[config.mk]
export PLATFORM = sky130hd
export DESIGN_NAME = prach_lane_pack
export DESIGN_NICKNAME = d
export VERILOG_FILES = /design/src/rtl/prach_lane_pack.sv
export SDC_FILE = /design/constraint.sdc
export NUM_CORES = 2
export LEC_CHECK = 0
export CAP_MARGIN = 20
export CORE_MARGIN = 5
export CORE_UTILIZATION = 38
export DETAILED_ROUTE_END_ITERATION = 8
export PLACE_DENSITY_LB_ADDON = 0.3
export SKIP_CTS_REPAIR_TIMING = 1
export SLEW_MARGIN = 40
export SYNTH_ARGS = -nofsm -noshare
export SYNTH_HDL_FRONTEND = slang
export SYNTH_SLANG_ARGS = --single-unit
[constraint.sdc]
create_clock -name clk -period 13 [get_ports clk]
set_input_delay 2.6 -clock clk [delete_from_list [all_inputs] [get_ports clk]]
set_output_delay 2.6 -clock clk [all_outputs]
set_load 0.01 [all_outputs]
[src/rtl/prach_lane_pack.sv]
// Buffers 3-lane PRACH beats and serialises each beat into three 32-bit lane words with frame marks.
// Optional build macro PRACH_LANE_PACK_DROP_CNT_EN adds the saturating drop_cnt output.
module prach_lane_pack #(
   parameter int DEPTH     = 8,
   parameter int FRAME_LEN = 1536
) (
   input  logic        clk,
   input  logic        rst,
   input  logic        din_valid,
   input  logic [15:0] din_dp1 [3],
   input  logic [15:0] din_dp2 [3],
   input  logic [7:0]  din_chn,
   input  logic        sync_in,
   output logic [31:0] dout_data,
   output logic [1:0]  dout_lane,
   output logic [7:0]  dout_chn,
   output logic        dout_sync,
   output logic        dout_last,
   output logic        dout_valid,
   input  logic        dout_ready,
   output logic        overflow,
   output logic        frame_err
`ifdef PRACH_LANE_PACK_DROP_CNT_EN
   ,
   output logic [15:0] drop_cnt
`endif
);

   localparam int AW = $clog2(DEPTH);
   localparam int FW = $clog2(FRAME_LEN);

   typedef struct packed {
      logic [2:0][15:0] dp1;
      logic [2:0][15:0] dp2;
      logic [7:0]       chn;
      logic             sync;
      logic             last;
   } beat_t;

   // Output stream: a word moves on dout_valid & dout_ready; dout_valid is purely
   // registered, and a presented word holds every field until it is taken.

   logic [FW-1:0] fcnt;
   logic          frame_in;
   logic          last_flag;

   beat_t         in_beat;
   beat_t         cap;
   logic          cap_valid;

   beat_t         mem [DEPTH];
   logic [AW-1:0] wr_ptr;
   logic [AW-1:0] rd_ptr;
   logic [AW:0]   count;
   logic [AW:0]   occ;
   logic          full;
   logic          push;
   logic          pop;
   logic          xfer;

   beat_t         head;
   beat_t         next_head;
   beat_t         ld_beat;
   logic [1:0]    ld_lane;
   logic          load;

   assign last_flag = frame_in & (fcnt == FW'(FRAME_LEN - 1)) & ~sync_in;

   always_comb begin
      in_beat = '0;
      for (int i = 0; i < 3; i++) begin
         in_beat.dp1[i] = din_dp1[i];
         in_beat.dp2[i] = din_dp2[i];
      end
      in_beat.chn  = din_chn;
      in_beat.sync = sync_in;
      in_beat.last = last_flag;
   end

   // The capture stage counts toward occupancy so a beat is only accepted when
   // the FIFO is guaranteed to have room for it one cycle later.
   assign occ  = count + {{AW{1'b0}}, cap_valid};
   assign full = (occ == (AW+1)'(DEPTH));
   assign push = cap_valid;
   assign xfer = dout_valid & dout_ready;
   assign pop  = xfer & (dout_lane == 2'd2);

   always_ff @(posedge clk or posedge rst) begin
      if (rst) begin
         fcnt      <= '0;
         frame_in  <= 1'b0;
         frame_err <= 1'b0;
      end else if (din_valid) begin
         if (sync_in) begin
            if (frame_in && (fcnt != '0)) frame_err <= 1'b1;
            fcnt     <= FW'(1);
            frame_in <= 1'b1;
         end else if (last_flag) begin
            fcnt     <= '0;
            frame_in <= 1'b0;
         end else if (frame_in) begin
            fcnt <= fcnt + FW'(1);
         end
      end
   end

   always_ff @(posedge clk or posedge rst) begin
      if (rst) begin
         cap_valid <= 1'b0;
         cap       <= '0;
         overflow  <= 1'b0;
`ifdef PRACH_LANE_PACK_DROP_CNT_EN
         drop_cnt  <= '0;
`endif
      end else begin
         cap_valid <= din_valid & ~full;
         if (din_valid && !full) cap <= in_beat;
         if (din_valid && full) begin
            overflow <= 1'b1;
`ifdef PRACH_LANE_PACK_DROP_CNT_EN
            if (drop_cnt != 16'hFFFF) drop_cnt <= drop_cnt + 16'd1;
`endif
         end
      end
   end

   always_ff @(posedge clk) begin
      if (push) mem[wr_ptr] <= cap;
   end

   always_ff @(posedge clk or posedge rst) begin
      if (rst) begin
         wr_ptr <= '0;
         rd_ptr <= '0;
         count  <= '0;
      end else begin
         if (push) wr_ptr <= wr_ptr + AW'(1);
         if (pop)  rd_ptr <= rd_ptr + AW'(1);
         count <= count + (AW+1)'(push) - (AW+1)'(pop);
      end
   end

   assign head      = mem[rd_ptr];
   assign next_head = mem[rd_ptr + AW'(1)];

   function automatic logic [31:0] lane_word(input beat_t b, input logic [1:0] l);
      case (l)
         2'd0:    lane_word = {b.dp2[0], b.dp1[0]};
         2'd1:    lane_word = {b.dp2[1], b.dp1[1]};
         default: lane_word = {b.dp2[2], b.dp1[2]};
      endcase
   endfunction

   // The head beat stays in the FIFO while its lanes are shown; it is only
   // released when lane 2 is taken, and the following beat loads in the same cycle.
   always_comb begin
      load    = 1'b0;
      ld_beat = head;
      ld_lane = 2'd0;
      if (!dout_valid) begin
         load = (count != '0);
      end else if (xfer) begin
         if (dout_lane != 2'd2) begin
            load    = 1'b1;
            ld_lane = dout_lane + 2'd1;
         end else if (count >= (AW+1)'(2)) begin
            load    = 1'b1;
            ld_beat = next_head;
         end
      end
   end

   always_ff @(posedge clk or posedge rst) begin
      if (rst) begin
         dout_valid <= 1'b0;
         dout_data  <= '0;
         dout_lane  <= '0;
         dout_chn   <= '0;
         dout_sync  <= 1'b0;
         dout_last  <= 1'b0;
      end else if (!dout_valid || xfer) begin
         dout_valid <= load;
         if (load) begin
            dout_data <= lane_word(ld_beat, ld_lane);
            dout_lane <= ld_lane;
            dout_chn  <= ld_beat.chn;
            dout_sync <= ld_beat.sync & (ld_lane == 2'd0);
            dout_last <= ld_beat.last & (ld_lane == 2'd2);
         end
      end
   end

endmodule

==> results.md <==
- The reported max-cap violation count is 0.
- Using the TritonRoute via totals, the vias-per-cell ratio works out to 5.633.
- The number of clock buffers added by TritonCTS is 106.
- The share of the cycle needed by the critical path after routing is 36.41%.
- The detailed-route wire length is 103000 µm.
- The synthesized design contains 1024 register bits.
- The cell area after layout is 48570 µm².
- The first detailed-routing pass took 5 iterations.
- The number of global-route vias before repair came to 22580.
- For this run, asynchronously set or reset flops after synthesis account for 17.19%.
- When the netlist entered floorplanning its net count stood at 2194.
- The number of nets with antenna violations after detailed routing is 0.
- Counting every instance in the synthesized netlist gives 2077.
- Along the worst path, the maximum fanout reaches 12.
- The required time of the worst setup path is 10400 ps.
- Combinational cells account for 29.1% of the total power.
- After filler insertion, the fill cell instance count of the layout stands at 9119.
- The count of cell types in the netlist is 51.
- The clock network burns 27.7% of the power.
- The final critical-path setup slack is 8266 ps.
- The chip width is 340.9 µm.
- The flow ran to the end, and the final reports show no timing, DRC or antenna violations.
- The logic depth of the worst path, buffers included is 1.
- At the later pin of the worst-skew pair, clock insertion delay measures 680 ps.
- The I/O pin count is 156.
- The Yosys step of the flow raised 0 warnings.
- The worst slew margin relative to its limit is 43.34%.
- The final-report setup violation count is 0.
- The total negative slack for setup checks is 0 ps.
- Summing all flip-flop and latch instances after layout gives 29880 µm².
- The start-to-end type of the worst setup path is reg -> out.
- The die outline height is 340.9 µm.
- Counting flops with a built-in enable in the synthesized netlist gives 848.
- The share of total power dissipated in sequential elements is 43.2%.
- Walking the worst path, the cells encountered are clkdlybuf4s50_1.
- The H-tree level count is 3.
- The number of input and output port buffers inserted is 155.
- The pre-CTS setup slack is 7897 ps.
- CTS saw 1024 sinks.
- The share of post-route cells with drive strength above 1 is 26.92%.
- In the final layout, the multi-input gates occupy 11110 µm².
- The first global-routing pass estimated 153100 µm of wire.
- The starting utilization of the core area is 38.22%.
- The arrival time at the worst endpoint is 2130 ps.
- The switching part of the total is 30.85%.
- The highest-delay cell along the critical path is sky130_fd_sc_hd__dfrtp_1.
- The maximum clock rate is 0.2112 GHz.
- The worst path needs 4734 ps of the cycle, external delays included.
- The internal power component is 0.007915 W.
- In this run the worst hold path is classified as reg -> reg.
- The overflow left after global routing is 0.
- The final hold violation count is 0.
- The detailed router finished its first iteration with 1785 violations.
- STA classifies the critical path startpoint as a flip-flop.
- The core area is 108900 µm².
- The endpoint kind of the worst setup timing path is an output port.
- The largest net degree at the start of global routing is 92.
- The switching power is 0.003531 W.
- The number of pins with negative max-slew slack in the final report came to 0.
- A synthesized cell averages 20.03 µm².
- The worst-case IR drop observed on VDD is 0.1948 mV.
- In this design, the stage delay of the slowest critical-path cell is 770 ps.
- The floorplan die area is 116200 µm².
- The mean routed wirelength per cell is 27.32 µm.
- The share of the core filled with cells is 44.62%.
- Among all flip-flop cells after synthesis, the most frequent one is sky130_fd_sc_hd__edfxtp_1.
- Clock tree synthesis selected as its root buffer the cell sky130_fd_sc_hd__clkbuf_16.
- The static power due to leakage is 15.92 nW.
- The initial antenna violation count is 3.
- The clock-pin slew on the worst setup and hold paths is 60 ps.
- Routability-driven placement finished with a final weighted congestion of 0.7489.
- Counting along the longest clock path gives a buffer depth of 3.
- The TritonCTS clock tree is built.
- The cell area that synthesis handed to floorplanning was 41600 µm².
- The cell depth of the worst hold path is 2.
- For the final database, setup skew stands at 26.62 ps.
- Broken down by cell family, the worst path's largest delay share belongs to flip-flops.
- Measured in cells, the most critical reg-to-reg path has a length of 9.
- The number of rows created at floorplan is 121.
- In this run the cell area measured after placement is 44810 µm².
- The HPWL reported at the end of detailed placement is 60590 µm.
- In the global route stage, overall resource usage came out at 17.66%.
- Across all layers, the routed design uses 21240 vias.
- Setup repair after global routing left no endpoint under its margin.
- The power per cell area is 235.7 nW/µm².
- Counting both buffers and inverters, the worst setup path holds a total of 1.
- After detailed routing, the number of remaining DRC violations is 0.
- The final net count is 2379.
- Of the synthesized area, sequential elements account for 71.80%.
- Relative to the synthesized area, the layout overhead comes to 16.74%.
- The slew at the pin with the worst max-slew slack is 849.8 ps.
[worst paths after layout]
| check | slack, ps | endpoint | start |
|---|---|---|---|
| max in group asynchronous | 9340 | dout_chn[2]$_DFFE_PP0P_ | rst |
| worst max-delay path | 8270 | dout_lane[0] | dout_lane[0]$_DFFE_PP0P_ |
| worst min-delay path | 490 | dout_chn[3]$_DFFE_PP0P_ | dout_chn[3]$_DFFE_PP0P_ |
| worst max register to register | 8450 | dout_data[30]$_DFFE_PP0P_ | rd_ptr[1]$_DFFE_PP0P_ |
| min in group asynchronous | 2440 | cap[51]$_DFFE_PP0P_ | rst |
| worst min register to register | 490 | dout_chn[3]$_DFFE_PP0P_ | dout_chn[3]$_DFFE_PP0P_ |
[cell type report]
type	instances	area share, %
flip-flops and latches	1024	61.52
multi-input cells	915	22.87
clock buffers	139	6.013
repair buffers	202	4.269
well taps	1414	3.643
clock inverters	62	1.564
inverters	13	0.1159
diodes	1	0.005153
[cell usage after synthesis (2+ instances only)]
cell                         n  area (µm²)
sky130_fd_sc_hd__edfxtp_1  848       25460
sky130_fd_sc_hd__mux4_2    262        5901
sky130_fd_sc_hd__dfrtp_1   176        4404
sky130_fd_sc_hd__mux2_2    118        1329
sky130_fd_sc_hd__mux2i_1   104        1041
sky130_fd_sc_hd__nor2_1     78       292.8
sky130_fd_sc_hd__buf_2      61       305.3
sky130_fd_sc_hd__nand2_1    57       214.0
sky130_fd_sc_hd__a22oi_1    54       405.4
sky130_fd_sc_hd__o21ai_0    33       165.2
sky130_fd_sc_hd__a21oi_1    28       140.1
sky130_fd_sc_hd__buf_4      27       202.7
sky130_fd_sc_hd__clkbuf_1   25       93.84
sky130_fd_sc_hd__a31oi_1    22       137.6
sky130_fd_sc_hd__a22o_1     18       157.7
sky130_fd_sc_hd__a41oi_1    14       122.6
sky130_fd_sc_hd__a221oi_1   13       113.9
sky130_fd_sc_hd__inv_1      13       48.80
sky130_fd_sc_hd__a221oi_2   12       180.2
sky130_fd_sc_hd__nand3_1    12       60.06
sky130_fd_sc_hd__xnor2_1    10       87.58
sky130_fd_sc_hd__and3_1      9       56.30
sky130_fd_sc_hd__ha_1        8       100.1
sky130_fd_sc_hd__o21ai_1     8       40.04
sky130_fd_sc_hd__buf_6       7       78.83
sky130_fd_sc_hd__xor2_1      6       52.55
sky130_fd_sc_hd__mux2_1      5       56.30
sky130_fd_sc_hd__nand2b_1    5       31.28
sky130_fd_sc_hd__nor3_1      5       25.02
sky130_fd_sc_hd__buf_1       4       15.01
sky130_fd_sc_hd__nand4_1     4       25.02
sky130_fd_sc_hd__nor2_2      4       25.02
sky130_fd_sc_hd__and2_1      3       18.77
sky130_fd_sc_hd__nor2b_1     3       18.77
sky130_fd_sc_hd__nor4_1      3       18.77
sky130_fd_sc_hd__a21oi_2     2       17.52
sky130_fd_sc_hd__and4_1      2       17.52
[power by group through the flow]
| stage | registers (W) | logic (W) | clock network [W] |
|---|---|---|---|
| CTS | 0.00498 | 0.00336 | 0.00324 |
| finish | 0.00494 | 0.00333 | 0.00317 |
| detailed placement | 0.00504 | 0.00335 | 0 |
| global placement | 0.00498 | 0.00330 | 0 |
| floorplan | 0.00483 | 0.00240 | 0 |
| global route | 0.00503 | 0.00357 | 0.00337 |
[worst reg2reg max path: stages, from the launching register on]
cell,delay (ps)
sky130_fd_sc_hd__dfrtp_4,660
sky130_fd_sc_hd__buf_12,270
sky130_fd_sc_hd__buf_4,570
sky130_fd_sc_hd__buf_6,590
sky130_fd_sc_hd__buf_4,790
sky130_fd_sc_hd__mux4_2,470
sky130_fd_sc_hd__mux2i_1,190
sky130_fd_sc_hd__nor2_1,60
sky130_fd_sc_hd__a221oi_1,660
sky130_fd_sc_hd__a31oi_1,170
[flip-flops by register name (all words and copies together) (netlist names), 2 cells and up]
register	cells
cap	106
count	4
dout_chn	8
dout_data	32
dout_lane	2
fcnt	11
mem	848
rd_ptr	3
wr_ptr	3
[layer usage]
metal / global-route usage [%] / up-vias / routed length (µm)
met5: 0 / - / 0
met4: 4.239 / 0 / 2070
met3: 2.967 / 144 / 6333
met2: 28.96 / 678 / 50330
met1: 24.92 / 11430 / 44250
li1: - / 8983 / -
[cell usage in the layout, fill, tap and decap left out, types with 10 or more instances in the layout]
cell type                         Yosys  routed
sky130_fd_sc_hd__edfxtp_1           848     848
sky130_fd_sc_hd__mux4_2             262     262
sky130_fd_sc_hd__dfrtp_1            176     173
sky130_fd_sc_hd__clkdlybuf4s50_1      0     155
sky130_fd_sc_hd__mux2_2             118     118
sky130_fd_sc_hd__clkbuf_16            0     109
sky130_fd_sc_hd__mux2i_1            104     104
sky130_fd_sc_hd__nor2_1              78      70
sky130_fd_sc_hd__nand2_1             57      57
sky130_fd_sc_hd__a22oi_1             54      54
sky130_fd_sc_hd__a21oi_1             28      28
sky130_fd_sc_hd__o21ai_0             33      26
sky130_fd_sc_hd__buf_4               27      24
sky130_fd_sc_hd__a31oi_1             22      22
sky130_fd_sc_hd__clkbuf_1            25      22
sky130_fd_sc_hd__a22o_1              18      18
sky130_fd_sc_hd__clkinv_1             0      17
sky130_fd_sc_hd__clkinv_2             0      16
sky130_fd_sc_hd__bufinv_16            0      16
sky130_fd_sc_hd__a41oi_1             14      14
sky130_fd_sc_hd__o21ai_1              8      14
sky130_fd_sc_hd__buf_6                7      14
sky130_fd_sc_hd__a221oi_1            13      13
sky130_fd_sc_hd__nand3_1             12      12
sky130_fd_sc_hd__a221oi_2            12      12
sky130_fd_sc_hd__inv_1               13      11
sky130_fd_sc_hd__xnor2_1             10      10
[through the flow]
| stage | hold WS, ps | cells | power [W] |
|---|---|---|---|
| 2_1_floorplan | 495.4 | 2077 | 0.007233 |
| 3_3_place_gp | 479.0 | 3562 | 0.008277 |
| 3_5_place_dp | 477.5 | 3565 | 0.008396 |
| 4_1_cts | 494.1 | 3766 | 0.01158 |
| 5_1_grt | 524.9 | 3769 | 0.01197 |
| 6_report | 493.7 | 3770 | 0.01145 |
[kinds of logic after synthesis]
family / Yosys count / synth area share, %
XOR/XNOR: 17 / 0.4030
AO/OA/AOI/OAI: 210 / 3.675
flip-flops: 1024 / 71.80
buffers and inverters: 138 / 1.826
multiplexers: 489 / 20.02
adder cells (fa/ha/maj): 8 / 0.2406
AND/OR/NAND/NOR: 191 / 2.045
No activity file was read; power rests on OpenSTA's default activity.
